File: config.mk
export PLATFORM = sky130hd
export DESIGN_NAME = key_repeat_ctrl
export DESIGN_NICKNAME = d
export VERILOG_FILES = /design/src/rtl/key_repeat_ctrl.sv
export SDC_FILE = /design/constraint.sdc
export NUM_CORES = 1
export LEC_CHECK = 0
export CAP_MARGIN = 30
export CORE_AREA = 4 4 55 57
export DETAILED_ROUTE_END_ITERATION = 16
export DIE_AREA = 0 0 59 61
export GPL_TIMING_DRIVEN = 0
export PLACE_DENSITY = 0.77
export SLEW_MARGIN = 40
export SYNTH_ARGS = -nofsm -noshare
export SYNTH_HDL_FRONTEND = slang
export SYNTH_SLANG_ARGS = --single-unit
File: constraint.sdc
create_clock -name clk -period 4.46 [get_ports clk]
set_input_delay 0.892 -clock clk [delete_from_list [all_inputs] [get_ports clk]]
set_output_delay 0.892 -clock clk [all_outputs]
set_load 0.02 [all_outputs]
File: src/rtl/key_repeat_ctrl.sv
// Key auto-repeat controller: one step on press, one after a hold delay, then one per repeat period.
// Optional feature: define KEY_REPEAT_ACCEL_EN to halve the repeat period once rep_cnt reaches 8.
module key_repeat_ctrl #(
  parameter int T_HOLD = 500,
  parameter int T_REP  = 100
) (
  input  logic       clk,
  input  logic       rst,
  input  logic       ce1ms,
  input  logic       Ux,
  output logic       step,
  output logic       held,
  output logic [7:0] rep_cnt,
  output logic [1:0] dbg_state_o
);

  typedef enum logic [1:0] {
    S_ARM    = 2'd0,
    S_IDLE   = 2'd1,
    S_HOLD   = 2'd2,
    S_REPEAT = 2'd3
  } state_t;

  localparam logic [9:0] HOLD_LAST = 10'(T_HOLD - 1);
  localparam logic [9:0] REP_LAST  = 10'(T_REP - 1);
`ifdef KEY_REPEAT_ACCEL_EN
  localparam int         T_FAST    = (T_REP / 2 < 1) ? 1 : T_REP / 2;
  localparam logic [9:0] FAST_LAST = 10'(T_FAST - 1);
`endif

  state_t      state_q, state_d;
  logic        ux_q;
  logic [9:0]  cnt_q, cnt_d;
  logic [7:0]  rep_cnt_q, rep_cnt_d;
  logic        step_q, step_d;
  logic        held_q, held_d;
  logic        rise;
  logic [9:0]  period_last;
  logic [7:0]  rep_inc;

  assign rise    = Ux & ~ux_q;
  assign rep_inc = (rep_cnt_q == 8'hFF) ? rep_cnt_q : rep_cnt_q + 8'd1;

`ifdef KEY_REPEAT_ACCEL_EN
  assign period_last = (rep_cnt_q >= 8'd8) ? FAST_LAST : REP_LAST;
`else
  assign period_last = REP_LAST;
`endif

  always_comb begin
    state_d   = state_q;
    cnt_d     = cnt_q;
    rep_cnt_d = rep_cnt_q;
    step_d    = 1'b0;
    case (state_q)
      S_ARM: begin
        if (!Ux) state_d = S_IDLE;
      end
      S_IDLE: begin
        if (rise) begin
          state_d   = S_HOLD;
          cnt_d     = 10'd0;
          rep_cnt_d = 8'd0;
          step_d    = 1'b1;
        end
      end
      S_HOLD: begin
        // Release is checked first so it beats a coincident terminal tick.
        if (!Ux) begin
          state_d = S_IDLE;
          cnt_d   = 10'd0;
        end else if (ce1ms) begin
          if (cnt_q == HOLD_LAST) begin
            state_d   = S_REPEAT;
            cnt_d     = 10'd0;
            step_d    = 1'b1;
            rep_cnt_d = rep_inc;
          end else begin
            cnt_d = cnt_q + 10'd1;
          end
        end
      end
      S_REPEAT: begin
        if (!Ux) begin
          state_d = S_IDLE;
          cnt_d   = 10'd0;
        end else if (ce1ms) begin
          if (cnt_q == period_last) begin
            cnt_d     = 10'd0;
            step_d    = 1'b1;
            rep_cnt_d = rep_inc;
          end else begin
            cnt_d = cnt_q + 10'd1;
          end
        end
      end
      default: begin
        state_d = S_ARM;
        cnt_d   = 10'd0;
      end
    endcase
    held_d = (state_d == S_HOLD) || (state_d == S_REPEAT);
  end

  always_ff @(posedge clk) begin
    if (rst) begin
      state_q   <= S_ARM;
      ux_q      <= 1'b0;
      cnt_q     <= 10'd0;
      rep_cnt_q <= 8'd0;
      step_q    <= 1'b0;
      held_q    <= 1'b0;
    end else begin
      state_q   <= state_d;
      ux_q      <= Ux;
      cnt_q     <= cnt_d;
      rep_cnt_q <= rep_cnt_d;
      step_q    <= step_d;
      held_q    <= held_d;
    end
  end

  assign step        = step_q;
  assign held        = held_q;
  assign rep_cnt     = rep_cnt_q;
  assign dbg_state_o = state_q;

endmodule

; After elaboration in Yosys (flattened, before gate mapping)
; Index checks and enable logic that the tools add are counted.
[totals]
register_bits = 23
latch_bits = 0
mem_bits_rw = 0
mem_bits_ro = 0
inputBits = 4
out_inout_bits = 12
elab_cells = 64
mem_count = 0
[op_classes]
n_addsub = 2
mul = 0
n_div = 0
order_cmp = 0
n_eq_ne = 17
n_shift = 0
mux = 31
bitwise = 2
reduce_logical = 6
[ops]
columns = op, n
row1 = $mux 10, 7
row2 = $mux 8, 8
row3 = $pmux 10 s3, 1
row4 = $pmux 8 s3, 1
row5 = $ne 2x2->1 const B, 7
row6 = $add 10x1->10 const B, 1
row7 = $eq 10x7->1 const B, 1
row8 = $eq 10x9->1 const B, 1
row9 = $mux 2, 5
row10 = $add 8x1->8 const B, 1
row11 = $eq 2x2->1 const B, 4
row12 = $eq 8x8->1 const B, 1
row13 = $reduce_and 8->1, 1
row14 = $mux 1, 7
row15 = $ne 3x3->1 const B, 2
row16 = $pmux 2 s3, 1
row17 = $reduce_and 4->1, 1
row18 = $pmux 1 s3, 1
row19 = $reduce_bool 3->1, 1
row20 = $eq 2x1->1 const B, 1
row21 = $logic_not 2->1, 1
row22 = $reduce_or 2->1, 1
row23 = $and 1x1->1, 1
row24 = $logic_or 1x1->1, 1
row25 = $not 1->1, 1

; Longest topological paths before layout
[logic_depth]
word_depth = 7
depth_mapped = 8
depth_no_buf = 7

; Worst setup path before layout
; No wires, ideal clock.
[synth_timing]
path_kind = register to register
from = register state_q[0] (netlist: dbg_state_o[0])
to = register cnt_q[9]
setup_ps = 86
arrival_ps = 2097
required_time_ps = 4374
slack_ps = 2277
path_stages_with_launch = 9
n_path_buf = 1
period_less_slack_ps = 2183
cell_sequence = dfxtp_1 -> inv_1 -> ha_1 -> or2_2 -> buf_2 -> a221oi_4 -> nand4_1 -> xor2_1 -> a211oi_1
[synth_via]
elab_chain_cells = 3
elab_cells_between_ends = 9
classes_between = 6 x eq/ne / 1 x mux / 2 x reduce/logical
[synth_lines]
columns = item, line
row1 = "start, declared", 31  ; state_t state_q, state_d;
row2 = "start signal, assigned", 114  ; state_q <= state_d;
row3 = $eq 2x2->1 or $eq 2x1->1 (tied branches), 55  ; case (state_q)
row4 = $ne 3x3->1 (no source line) (tied with other cells), -
row5 = $reduce_and 4->1 (no source line), -
row6 = "end signal, assigned", 116  ; cnt_q <= cnt_d;
row7 = "end, declared", 33  ; logic [9:0] cnt_q, cnt_d;
; Several ways; a longest one is shown, not always the timed one.
; A chain may end at the register's enable or synchronous reset.

; Worst setup path after layout
[layout_timing]
from = register state_q[1] (netlist: dbg_state_o[1])
to = output port dbg_state_o[1]
[layout_lines]
columns = item, line
row1 = "end, declared", 14  ; output logic [1:0] dbg_state_o
; No word-level cell between the ends.

==> flow_summary.ini <==
[critical_path]
critical_path.max_stage_delay_ns = 0.59
cp.required_ns = 3.57
path_delay_family = buffers and inverters
startpoint_type = register
crit_path_cell_trace = buf_4 -> clkdlybuf4s50_1
critPathKind = reg -> out
critPathMaxFanout = 6
worst_setup_path_end_kind = primary output
timing.critical_path.slowest_stage_cell = sky130_fd_sc_hd__clkdlybuf4s50_1
critical_path_arrival_ns = 1.48
critical_path_buf_inv_count = 2

[drt]
drt.antenna.violating_nets = 0
detailedRoute.firstIterationViolations = 94
route.detailed.drc = 0
routed-via-count = 1334
post_detailed_route_wirelength_per_cell_um = 14.6
drt_wl_total_um = 3200
ratio_of_routed_vias_to_standard_cells = 6.09
drt-pass1-iter-count = 4

[timing]
whs_ns = 0.526
setup_viol = 0
final_hold_viol_count = 0
max_slew.worst_pin.slew_ns = 0.479
timing.final.max_slew_violations = 0
setup_ws_ns = 2.09
min_period_over_period = 0.532
timing.setup.tns_ns = 0
finClkSkew_ns = 0.0123
unrepaired_setup_endpoints_after_global_routing = no
finalWorstPathRequiredPeriod_ns = 2.37
timing.fmax_ghz = 0.422
timing.slew.headroom = 0.681

[global_route]
antenna_found_initial = 0
grt_overflow_total = 0
grt_pass1_vias = 1358
grt_max_degree = 13
track_usage = 0.209
wire_length_of_the_first_global_routing_pass_um = 5780

[synthesis]
avgSynthCellArea_um2 = 8.01
gate_count_after_technology_mapping = 171
ys_seq_elements = 22
synth_flop_cell = sky130_fd_sc_hd__dfxtp_1
ys_seq_area_frac = 0.321
post_synth_instance_area_um2 = 1370
synth.top_cell.area_share = 0.321
number_of_warnings_reported_in_the_yosys_synthesis_log = 0
synth_area_leaders = sky130_fd_sc_hd__dfxtp_1, sky130_fd_sc_hd__o21ai_0, sky130_fd_sc_hd__ha_1
post_synth_num_cell_types = 43
number_of_flops_mapped_to_enable_cells_by_yosys = 0
synthesis.nets = 182
synth_largest_area_cell = sky130_fd_sc_hd__dfxtp_1
async_set_reset_flop_share_out_of_synthesis = 0

[final_layout]
insertedDiodeCount = 0
final-seq-area_um2 = 440
finish.cell_count_without_fillers = 219
filler_cell_count = 224
multi_input_comb_area_um2 = 871
drive_above_1_share = 0.0794
final_nets = 201
flow.area_growth_from_synthesis_pct = 15.6

[power]
total_power_density_per_cell_area_nw_per_um2 = 252
power.ir.vdd_worst_mv = 0.180
static_leakage_power_nw = 0.506
power.total_uw = 399

[floorplan]
floorplan.die.width_um = 59
die_height_um = 61
placementRows = 18
dieArea_um2 = 3600
start_util = 0.553
io_pins = 16
coreArea_um2 = 2480

[place]
dp_slack_ns = 1.84
gp_routability_congestion = 0.945
dp.cells = 215
io_buffers = 14
detailedPlacementHpwl_um = 2370

[clocking]
postCtsSetupBuffers = 0
root_buffer = sky130_fd_sc_hd__clkbuf_4
insertion_delay_ns = 0.32
h_tree_lvl_count = 1
clkTransAtPathRegs_ns = 0.13
hold_buffers = 0
post_cts.resized_instances = 0
numCtsBuffers = 3
cts.sink_count = 22
tritoncts = done
cts_buffer_depth = 2

[run]
cap_viol_max_count = 0

[worst_hold_path]
worst_hold_path_type = reg -> reg

[outcome]
outcome = completed
==> metal layers <==
| layer | GRT usage | share of wire |
|---|---|---|
| met2 | 0.334 | 0.44 |
| met5 | 0 | 0 |
| met4 | 0.133 | 0.029 |
| met3 | 0.0277 | 0.036 |
| met1 | 0.264 | 0.49 |
==> Yosys cell counts, drive strengths merged, types with 2 or more instances <==
master  number
ha           7
a31o         2
clkbuf       3
o21ai       20
o211ai       2
nand2       22
dfxtp       22
nor3         3
a211oi       3
buf          3
nor3b        2
a221oi       2
a21oi       13
inv          8
or3          2
nand4        6
nand3       14
nor2b        3
nor2        10
a31oi        3
xor2         3
==> layout by cell type, fill, tap and decap left out, types with 6 or more instances in the layout <==
master,netlist,layout
sky130_fd_sc_hd__nand2_1,22,22
sky130_fd_sc_hd__dfxtp_1,22,22
sky130_fd_sc_hd__o21ai_0,20,20
sky130_fd_sc_hd__nand3_1,14,14
sky130_fd_sc_hd__clkdlybuf4s50_1,0,14
sky130_fd_sc_hd__a21oi_1,12,12
sky130_fd_sc_hd__nor2_1,10,10
sky130_fd_sc_hd__inv_1,8,8
sky130_fd_sc_hd__ha_1,7,7
sky130_fd_sc_hd__nand4_1,6,6
==> sequential cells by signal, summed over array words and instances (netlist names) <==
name and flops:
cnt_q 10, rep_cnt 8, dbg_state_o 2, step 1
ux_q 1
==> layout make-up <==
cell class / count / share of cell area
well taps: 30 / 0.0237
clock buffers: 4 / 0.0229
inverters: 8 / 0.0190
multi-input cells: 135 / 0.550
flip-flops and latches: 22 / 0.278
repair buffers: 14 / 0.0885
plain buffers: 6 / 0.0182
==> path summary, 6_finish.rpt <==
kind	end	slack, ns	cells past startpoint	start
max reg2reg	cnt_q[3]	2.11	8	dbg_state_o[0]
max	dbg_state_o[1]	2.09	2	dbg_state_o[1]
min	rep_cnt[1]	0.53	2	rep_cnt[1]
min reg2reg	rep_cnt[1]	0.53	2	rep_cnt[1]
==> cells by family after synthesis <==
group,synth area share
xor gates and xnor gates,0.0192
buffers and inverters,0.0429
muxes,0.00731
AOI/OAI and AO/OA,0.269
DFF,0.321
and+or+nand+nor,0.277
adders and majority gates,0.0639
==> where the power goes <==
group / switching, mW / total (mW) / internal, mW
clock network: 0.0641 / 0.114 / 0.0500
registers: 0.00398 / 0.203 / 0.199
logic: 0.0535 / 0.0815 / 0.0280
total: 0.122 / 0.399 / 0.277
==> metrics by stage <==
| step | cell area (µm²) | utilization |
|---|---|---|
| after floorplan | 1370 | - |
| after global placement | 1550 | 0.625 |
| after detailed placement | 1550 | 0.625 |
| after CTS | 1580 | 0.639 |
| after global routing | 1580 | 0.639 |
| final | 1580 | 0.639 |
==> worst register-to-register path: cells and delay by family, from the launching register on <==
family	cells	cell delay, ns
fa+ha+maj	1	0.23
xor+xnor	1	0.17
simple gates	2	0.45
compound gates	2	0.67
flops	1	0.45
buf+inv	2	0.30
Power figures use the tool's default switching activity.
